**src/rtl/mult_div_unit.sv**
```systemverilog
// mult_div_unit: multi-cycle signed multiply / divide responder.
// Ports: clock, reset (async, active-high); md_start/md_op/a_in/b_in
// request; hi_out/lo_out results; md_busy, md_done and div_zero status.
// Optional: define MD_FAST_ZERO_EN to short-cut zero-valued operations.
module mult_div_unit #(
  parameter int WIDTH = 32
) (
  input  logic             clock,
  input  logic             reset,
  input  logic             md_start,
  input  logic             md_op,
  input  logic [WIDTH-1:0] a_in,
  input  logic [WIDTH-1:0] b_in,
  output logic [WIDTH-1:0] hi_out,
  output logic [WIDTH-1:0] lo_out,
  output logic             md_busy,
  output logic             md_done,
  output logic             div_zero
);

  localparam int CW = (WIDTH > 1) ? $clog2(WIDTH) : 1;
  localparam int W = WIDTH;

  typedef enum logic [1:0] {
    IDLE,
    RUN,
    FINISH
  } state_e;

  state_e         state_q, state_d;
  logic [CW-1:0]  cnt_q, cnt_d;
  logic           op_q, op_d;
  logic           sa_q, sa_d;
  logic           sb_q, sb_d;
  logic [W-1:0]   mb_q, mb_d;
  logic [W-1:0]   rem_q, rem_d;
  logic [W-1:0]   acc_q, acc_d;
  logic [W-1:0]   hi_q, hi_d;
  logic [W-1:0]   lo_q, lo_d;
  logic           done_q, done_d;
  logic           dz_q, dz_d;

  logic [W-1:0]   a_mag;
  logic [W-1:0]   b_mag;
  logic [W:0]     msum;
  logic [W:0]     dshift;
  logic           dge;
  logic [W-1:0]   ddiff;
  logic [2*W-1:0] pmag;
  logic [2*W-1:0] pres;
  logic [W-1:0]   qres;
  logic [W-1:0]   rres;

  assign a_mag = a_in[W-1] ? -a_in : a_in;
  assign b_mag = b_in[W-1] ? -b_in : b_in;

  // Multiply step: acc_q holds the unused multiplier bits, rem_q the
  // running upper half; add then shift the pair right by one.
  assign msum = {1'b0, rem_q}
              + (acc_q[0] ? {1'b0, mb_q} : {(W+1){1'b0}});

  // Restoring divide step: shift the next dividend bit into rem_q.
  assign dshift = {rem_q, acc_q[W-1]};
  assign dge    = dshift >= {1'b0, mb_q};
  assign ddiff  = dshift[W-1:0] - mb_q;

  // Quotient sign is the XOR of signs; remainder follows the dividend.
  assign pmag = {rem_q, acc_q};
  assign pres = (sa_q ^ sb_q) ? -pmag : pmag;
  assign qres = (sa_q ^ sb_q) ? -acc_q : acc_q;
  assign rres = sa_q ? -rem_q : rem_q;

  always_comb begin
    state_d = state_q;
    cnt_d   = cnt_q;
    op_d    = op_q;
    sa_d    = sa_q;
    sb_d    = sb_q;
    mb_d    = mb_q;
    rem_d   = rem_q;
    acc_d   = acc_q;
    hi_d    = hi_q;
    lo_d    = lo_q;
    done_d  = 1'b0;
    dz_d    = 1'b0;
    unique case (state_q)
      IDLE: begin
        if (md_start) begin
          if (md_op && (b_in == '0)) begin
            dz_d = 1'b1;
`ifdef MD_FAST_ZERO_EN
          end else if ((!md_op && ((a_in == '0) || (b_in == '0)))
                       || (md_op && (a_in == '0))) begin
            // Zero result: clear the datapath so FINISH yields 0/0.
            op_d    = md_op;
            sa_d    = 1'b0;
            sb_d    = 1'b0;
            mb_d    = '0;
            rem_d   = '0;
            acc_d   = '0;
            state_d = FINISH;
`endif
          end else begin
            op_d    = md_op;
            sa_d    = a_in[W-1];
            sb_d    = b_in[W-1];
            mb_d    = b_mag;
            rem_d   = '0;
            acc_d   = a_mag;
            cnt_d   = CW'(W - 1);
            state_d = RUN;
          end
        end
      end
      RUN: begin
        if (op_q) begin
          rem_d = dge ? ddiff : dshift[W-1:0];
          acc_d = {acc_q[W-2:0], dge};
        end else begin
          rem_d = msum[W:1];
          acc_d = {msum[0], acc_q[W-1:1]};
        end
        cnt_d = cnt_q - CW'(1);
        if (cnt_q == '0) begin
          state_d = FINISH;
        end
      end
      FINISH: begin
        if (op_q) begin
          hi_d = rres;
          lo_d = qres;
        end else begin
          hi_d = pres[2*W-1:W];
          lo_d = pres[W-1:0];
        end
        done_d  = 1'b1;
        state_d = IDLE;
      end
      default: begin
        state_d = IDLE;
      end
    endcase
  end

  always_ff @(posedge clock or posedge reset) begin
    if (reset) begin
      state_q <= IDLE;
      cnt_q   <= '0;
      op_q    <= 1'b0;
      sa_q    <= 1'b0;
      sb_q    <= 1'b0;
      mb_q    <= '0;
      rem_q   <= '0;
      acc_q   <= '0;
      hi_q    <= '0;
      lo_q    <= '0;
      done_q  <= 1'b0;
      dz_q    <= 1'b0;
    end else begin
      state_q <= state_d;
      cnt_q   <= cnt_d;
      op_q    <= op_d;
      sa_q    <= sa_d;
      sb_q    <= sb_d;
      mb_q    <= mb_d;
      rem_q   <= rem_d;
      acc_q   <= acc_d;
      hi_q    <= hi_d;
      lo_q    <= lo_d;
      done_q  <= done_d;
      dz_q    <= dz_d;
    end
  end

  assign hi_out   = hi_q;
  assign lo_out   = lo_q;
  assign md_busy  = (state_q != IDLE);
  assign md_done  = done_q;
  assign div_zero = dz_q;

endmodule

```
**config.mk**
```make
export PLATFORM = sky130hd
export DESIGN_NAME = mult_div_unit
export DESIGN_NICKNAME = d
export VERILOG_FILES = /design/src/rtl/mult_div_unit.sv
export SDC_FILE = /design/constraint.sdc
export NUM_CORES = 1
export LEC_CHECK = 0
export ABC_AREA = 1
export BUFFER_PORTS_ARGS = -buffer_cell sky130_fd_sc_hd__clkbuf_2
export CORE_MARGIN = 2
export CORE_UTILIZATION = 35
export CTS_BUF_LIST = sky130_fd_sc_hd__clkbuf_8
export CTS_CLUSTER_DIAMETER = 50
export DETAILED_ROUTE_END_ITERATION = 8
export GPL_ROUTABILITY_DRIVEN = 1
export PLACE_DENSITY_LB_ADDON = 0.1
export SYNTH_ARGS = -nofsm -noshare
export SYNTH_HDL_FRONTEND = slang
export SYNTH_SLANG_ARGS = --single-unit
```
**constraint.sdc**
```tcl
create_clock -name clock -period 5.25 [get_ports clock]
set_clock_uncertainty 0.1 [all_clocks]
set_input_delay 0.2625 -clock clock [delete_from_list [all_inputs] [get_ports clock]]
set_output_delay 0.2625 -clock clock [all_outputs]
set_load 0.1 [all_outputs]
```
# After elaboration in Yosys (flattened, before gate mapping)

Index checks and enable logic that the tools add are counted.

Latch bits: 0
Bits in read-only memories: 0
Memories kept: 0
Output and inout port bits: 67
Logic and storage cells: 65
Register bits after elaboration: 172
RAM bits: 0

$mul: 0
Shifts and indexed selects: 0
Magnitude comparators: 1
Bitwise logic cells: 2
Reductions and logical operators: 9
$add $sub $neg: 8
Multiplexer cells: 28
Eq/ne operators: 5
Div/mod/pow operators: 0

Operator list:

| cell                                                                   | count |
|---|---|
| 32-bit two-way mux                                                     | 14 |
| 32-bit negation                                                        | 4 |
| 32-bit one-hot mux with 2 select lines                                 | 2 |
| 64-bit two-way mux                                                     | 1 |
| 64-bit negation                                                        | 1 |
| 32-bit by 32-bit adder with 33-bit output                              | 1 |
| 33-bit by 32-bit >= comparator with 1-bit output                       | 1 |
| 32-bit logical NOT                                                     | 1 |
| 32-bit subtractor                                                      | 1 |
| 5-bit two-way mux                                                      | 2 |
| 5-bit one-hot mux with 2 select lines                                  | 1 |
| 3-bit AND reduction                                                    | 3 |
| 2-bit two-way mux                                                      | 3 |
| 2-bit != test (second input constant)                                  | 3 |
| 5-bit logical NOT                                                      | 1 |
| 5-bit by 1-bit subtractor with 5-bit output (second input constant)    | 1 |
| 1-bit two-way mux                                                      | 4 |
| 2-bit one-hot mux with 2 select lines                                  | 1 |
| 2-bit nonzero test                                                     | 2 |
| 2-bit by 1-bit equality test with 1-bit output (second input constant) | 1 |
| 2-bit equality test (second input constant)                            | 1 |
| 2-bit logical NOT                                                      | 1 |
| 1-bit logical AND                                                      | 1 |
| 1-bit NOT                                                              | 1 |
| 1-bit bitwise XOR                                                      | 1 |

# Logic depth before layout (Yosys ltp)

Depth after elaboration: 5
Mapped depth: 20
Mapped depth without buffers: 18

# Least setup slack after synthesis

No wires, ideal clock.

Path kind: flip-flop to flip-flop
From: register acc_q[0]
To: register rem_q[19]
Arrival: 2.047 ns
Setup time: 0.117 ns
Cell stages (with the launch flop): 18
Data required time: 5.033 ns
Slack: 2.986 ns
Clock period less this slack: 2.264 ns
Path buffers: 2
Path through: dfrtp_1 buf_6 clkbuf_1 nand2_1 inv_1 ha_1 a21oi_1 nor2_1 o21ai_0 nand3_1 nand2_1 nand2_1 nand2_1 nand3_1 nand2_1 inv_1 nand2_1 nand2_1

Cells in the longest elaborated chain, start to end: 4

RTL lines:

| what                                      | line | text |
|---|---|---|
| start: declaration                        | 37   | `logic [W-1:0] acc_q, acc_d;` |
| start signal: assignment                  | 154  | `acc_q <= '0;` |
| start signal: assignment                  | 167  | `acc_q <= acc_d;` |
| 32-bit two-way mux                        | 60   | `+ (acc_q[0] ? {1'b0, mb_q} : {(W+1){1'b0}});` |
| 32-bit by 32-bit adder with 33-bit output | 60   |  |
| 32-bit two-way mux                        | 116  | `if (op_q) begin` |
| 32-bit one-hot mux with 2 select lines    | 86   | `unique case (state_q)` |
| end signal: assignment                    | 166  | `rem_q <= rem_d;` |
| end: declaration                          | 36   | `logic [W-1:0] rem_q, rem_d;` |

Every way passes these cells.
A chain may end at the register's enable or synchronous reset.

# Worst setup path in the final report

From: input b_in[0]
To: register mb_q[1]

Cells in the longest elaborated chain, start to end: 4

RTL lines:

| what                                                    | line | text |
|---|---|---|
| start: declaration                                      | 13   | `input logic [WIDTH-1:0] b_in,` |
| branches (longest 4 deep; another with 32-bit negation) | -    |  |
| end signal: assignment                                  | 165  | `mb_q <= mb_d;` |
| end: declaration                                        | 35   | `logic [W-1:0] mb_q, mb_d;` |

Parallel ways; which one is timed is not known.

==> metrics.md <==
| Metric | Value |
|---|---|
| Max Slew Vio Count | 0 |
| CTS Buf Count | 17 |
| Most common cell in the synthesized netlist | nand2_1 |
| Vias per cell | 5.139 |
| Cell mode on critical path | nand2_1 |
| Req. time, crit path | 5.65 ns |
| Gp weighted congestion | 0.9520 |
| TritonCTS clock tree | built |
| Yosys top cell by area | dfrtp_1 |
| Ports | 135 |
| FP Rows | 80 |
| Core area | 47950 sq um |
| Post-DRT Antenna Nets | 0 |
| Power Density | 765.4 nW/um^2 |
| Die X | 224.8 um |
| Yosys cell types | 52 |
| DR vias | 18700 |
| Crit-path max FO | 58 |
| # H-tree levels | 4 |
| Clk Latency, worst-skew pair | 0.59 ns |
| Vias in the first global route | 17820 |
| LEAKAGE | 10.31 nW |
| Routed WL per cell | 19.64 um |
| Status | finished clean |
| Final Cycle Share | 0.6205 |
| Critical path startpoint category | input port |
| Post-Syn Area | 17070 sq um |
| Final Total Pwr | 14.58 mW |
| Synth top area share | 0.2522 |
| Root buf cell | clkbuf_8 |
| Share of cells above drive strength 1 | 0.08640 |
| Synth Instances | 2882 |
| Drt pass-1 iters | 5 |
| Largest net degree at the start of global routing | 152 |
| EDFF count, synth | 0 |
| Fin Setup TNS | 0 ns |
| Top cells by count, synth | nand2_1 (972), inv_1 (426), nor2_1 (264), nand3_1 (241), o21ai_0 (189) |
| CP Cell Sequence | dlygate4sd3_1 -> clkbuf_2 -> inv_1 -> ha_1 -> nand2_1 -> nor2_2 -> nand2_1 -> nor2_1 -> nand2_1 -> nand3_2 -> inv_1 -> o211ai_1 -> o21ai_0 |
| CP peak stage delay | 0.87 ns |
| Initial antenna violation count | 2 |
| Final setup fails | 0 |
| Die height | 224.8 um |
| Crit path capture type | flip-flop |
| Total GRT Usage | 0.2856 |
| Iteration-0 DRC count of the detailed router | 1431 |
| Initial Utilization | 0.3559 |
| Drt drc | 0 |
| CTS Sinks | 172 |
| Util after Layout | 0.3974 |
| Ys async rst share | 1.000 |
| YS warnings | 0 |
| Total grt overflow | 0 |
| Syn-to-layout area delta | 11.65% |
| Final Hold Vio Count | 0 |
| Syn_nets | 3022 |
| Prevailing post-synth register cell | dfrtp_1 |
| Actual slew at the worst max-slew pin | 1.151 ns |
| Total die area | 50540 sq um |
| Drt total wl | 71.45 mm |
| Syn Area/Cell | 5.921 sq um |
| RSZ-0062 raised after global routing | no |
| Synth area leaders | dfrtp_1 (25%), nand2_1 (21%), inv_1 (9.4%) |
| Minimum clock period | 3.258 ns |
| Relative slew slack | 0.2327 |
| Synth Register Bits | 172 |
| Worst path slowest cell | inv_1 |
| Dpl hpwl | 57.00 mm |
| MaxCap Viol Count | 0 |
| Clock buffer depth | 2 |
| Seq/Total Area, Yosys | 0.2522 |
| Crit Path Class | in2reg |
| Max VDD drop | 0.0002811 V |
| Critical Path AT | 3.66 ns |
| First-pass GRT wire length | 108.3 mm |
| CTS clk-pin slew, worst paths | 0.11 ns |
| Layout Nets | 3148 |
| Fmax | 0.3070 GHz |
| Worst min-delay path category | in2reg |
| Port buffer count | 134 |
[logic make-up after synthesis]
logic type,synth area share
and+or+nand+nor,0.4095
buffers and inverters,0.1196
AOI/OAI and AO/OA,0.1265
DFF,0.2522
xor gates and xnor gates,0.03849
adders and majority gates,0.05367
[state kept, by name, summed over array words and instances (netlist names)]
register  count
sb_q          1
div_zero      1
op_q          1
sa_q          1
acc_q        32
mb_q         32
rem_q        32
cnt_q         5
md_done       1
hi_out       32
state_q       2
lo_out       32
[routing by layer]
layer / vias up / track usage / wire length (um)
met5: - / 0 / 0
met4: 0 / 0.09677 / 2021
met3: 85 / 0.03762 / 3196
met2: 471 / 0.4888 / 34140
met1: 8762 / 0.3696 / 32080
li1: 9378 / - / -
[repair_timing]
action / 4_1_cts / 5_1_grt
gates resized for setup: 0 / 0
buffers inserted: 0 / 0
endpoints found under the hold margin: 66 / 0
hold buffers: 40 / 0
endpoints found under the setup margin: 0 / 0
[cell usage in the layout, fill, tap and decap left out, types with 14 or more instances in the layout]
cell | netlist | layout
nand2_1 | 972 | 972
inv_1 | 426 | 426
nor2_1 | 264 | 262
nand3_1 | 241 | 240
o21ai_0 | 189 | 189
dfrtp_1 | 172 | 171
clkbuf_2 | 0 | 134
a21oi_1 | 121 | 121
ha_1 | 70 | 70
xor2_1 | 61 | 61
o21ai_1 | 42 | 42
nand4_1 | 40 | 40
dlygate4sd3_1 | 0 | 40
nor3_1 | 30 | 30
nor2_2 | 17 | 18
clkbuf_8 | 0 | 18
nand3b_1 | 17 | 17
buf_4 | 4 | 15
nand2_2 | 14 | 14
xnor2_1 | 14 | 14
[worst max-delay path, delay by kind of cell]
kind | cells | cell delay (ns)
simple gates | 6 | 1.18
compound gates | 2 | 0.38
fa+ha+maj | 1 | 0.22
buf+inv | 4 | 1.59
[metrics by stage]
stage	area (sq um)	cells	hold WS (ns)	setup slack, ns
after floorplan	17070	2882	0.2835	0.2274
after global placement	18260	3564	0.09813	1.931
after detailed placement	18260	3564	0.1022	1.929
after CTS	19050	3636	0.01176	2.036
after global routing	19050	3637	0.07877	1.795
final	19050	3638	0.05004	1.992
[final cells by class]
cell class	instances	area, sq um
timing repair buffer	190	1204
clock buffer	18	247.7
tap	615	769.5
sequential	172	4305
multi-input combinational	2189	10740
inverter	438	1649
antenna	2	5.005
fill	5349	28890
clock inverter	14	137.6
[power breakdown]
group | switching (mW) | internal, mW
logic | 7.65 | 3.16
registers | 0.904 | 1.87
clock network | 0.606 | 0.396
[worst paths after layout]
path                           start          to  slack, ns  cells past startpoint
max in group asynchronous      reset  hi_out[29]       3.24                      5
setup / recovery             b_in[0]     mb_q[1]       1.99                     13
hold reg to reg            hi_out[6]   hi_out[6]       0.39                      2
min in group asynchronous      reset    mb_q[20]       0.63                      4
hold / removal               a_in[2]    acc_q[2]       0.05                      5
setup reg to reg            acc_q[0]   rem_q[13]       2.04                     17
No activity file was read; power rests on OpenSTA's default activity.
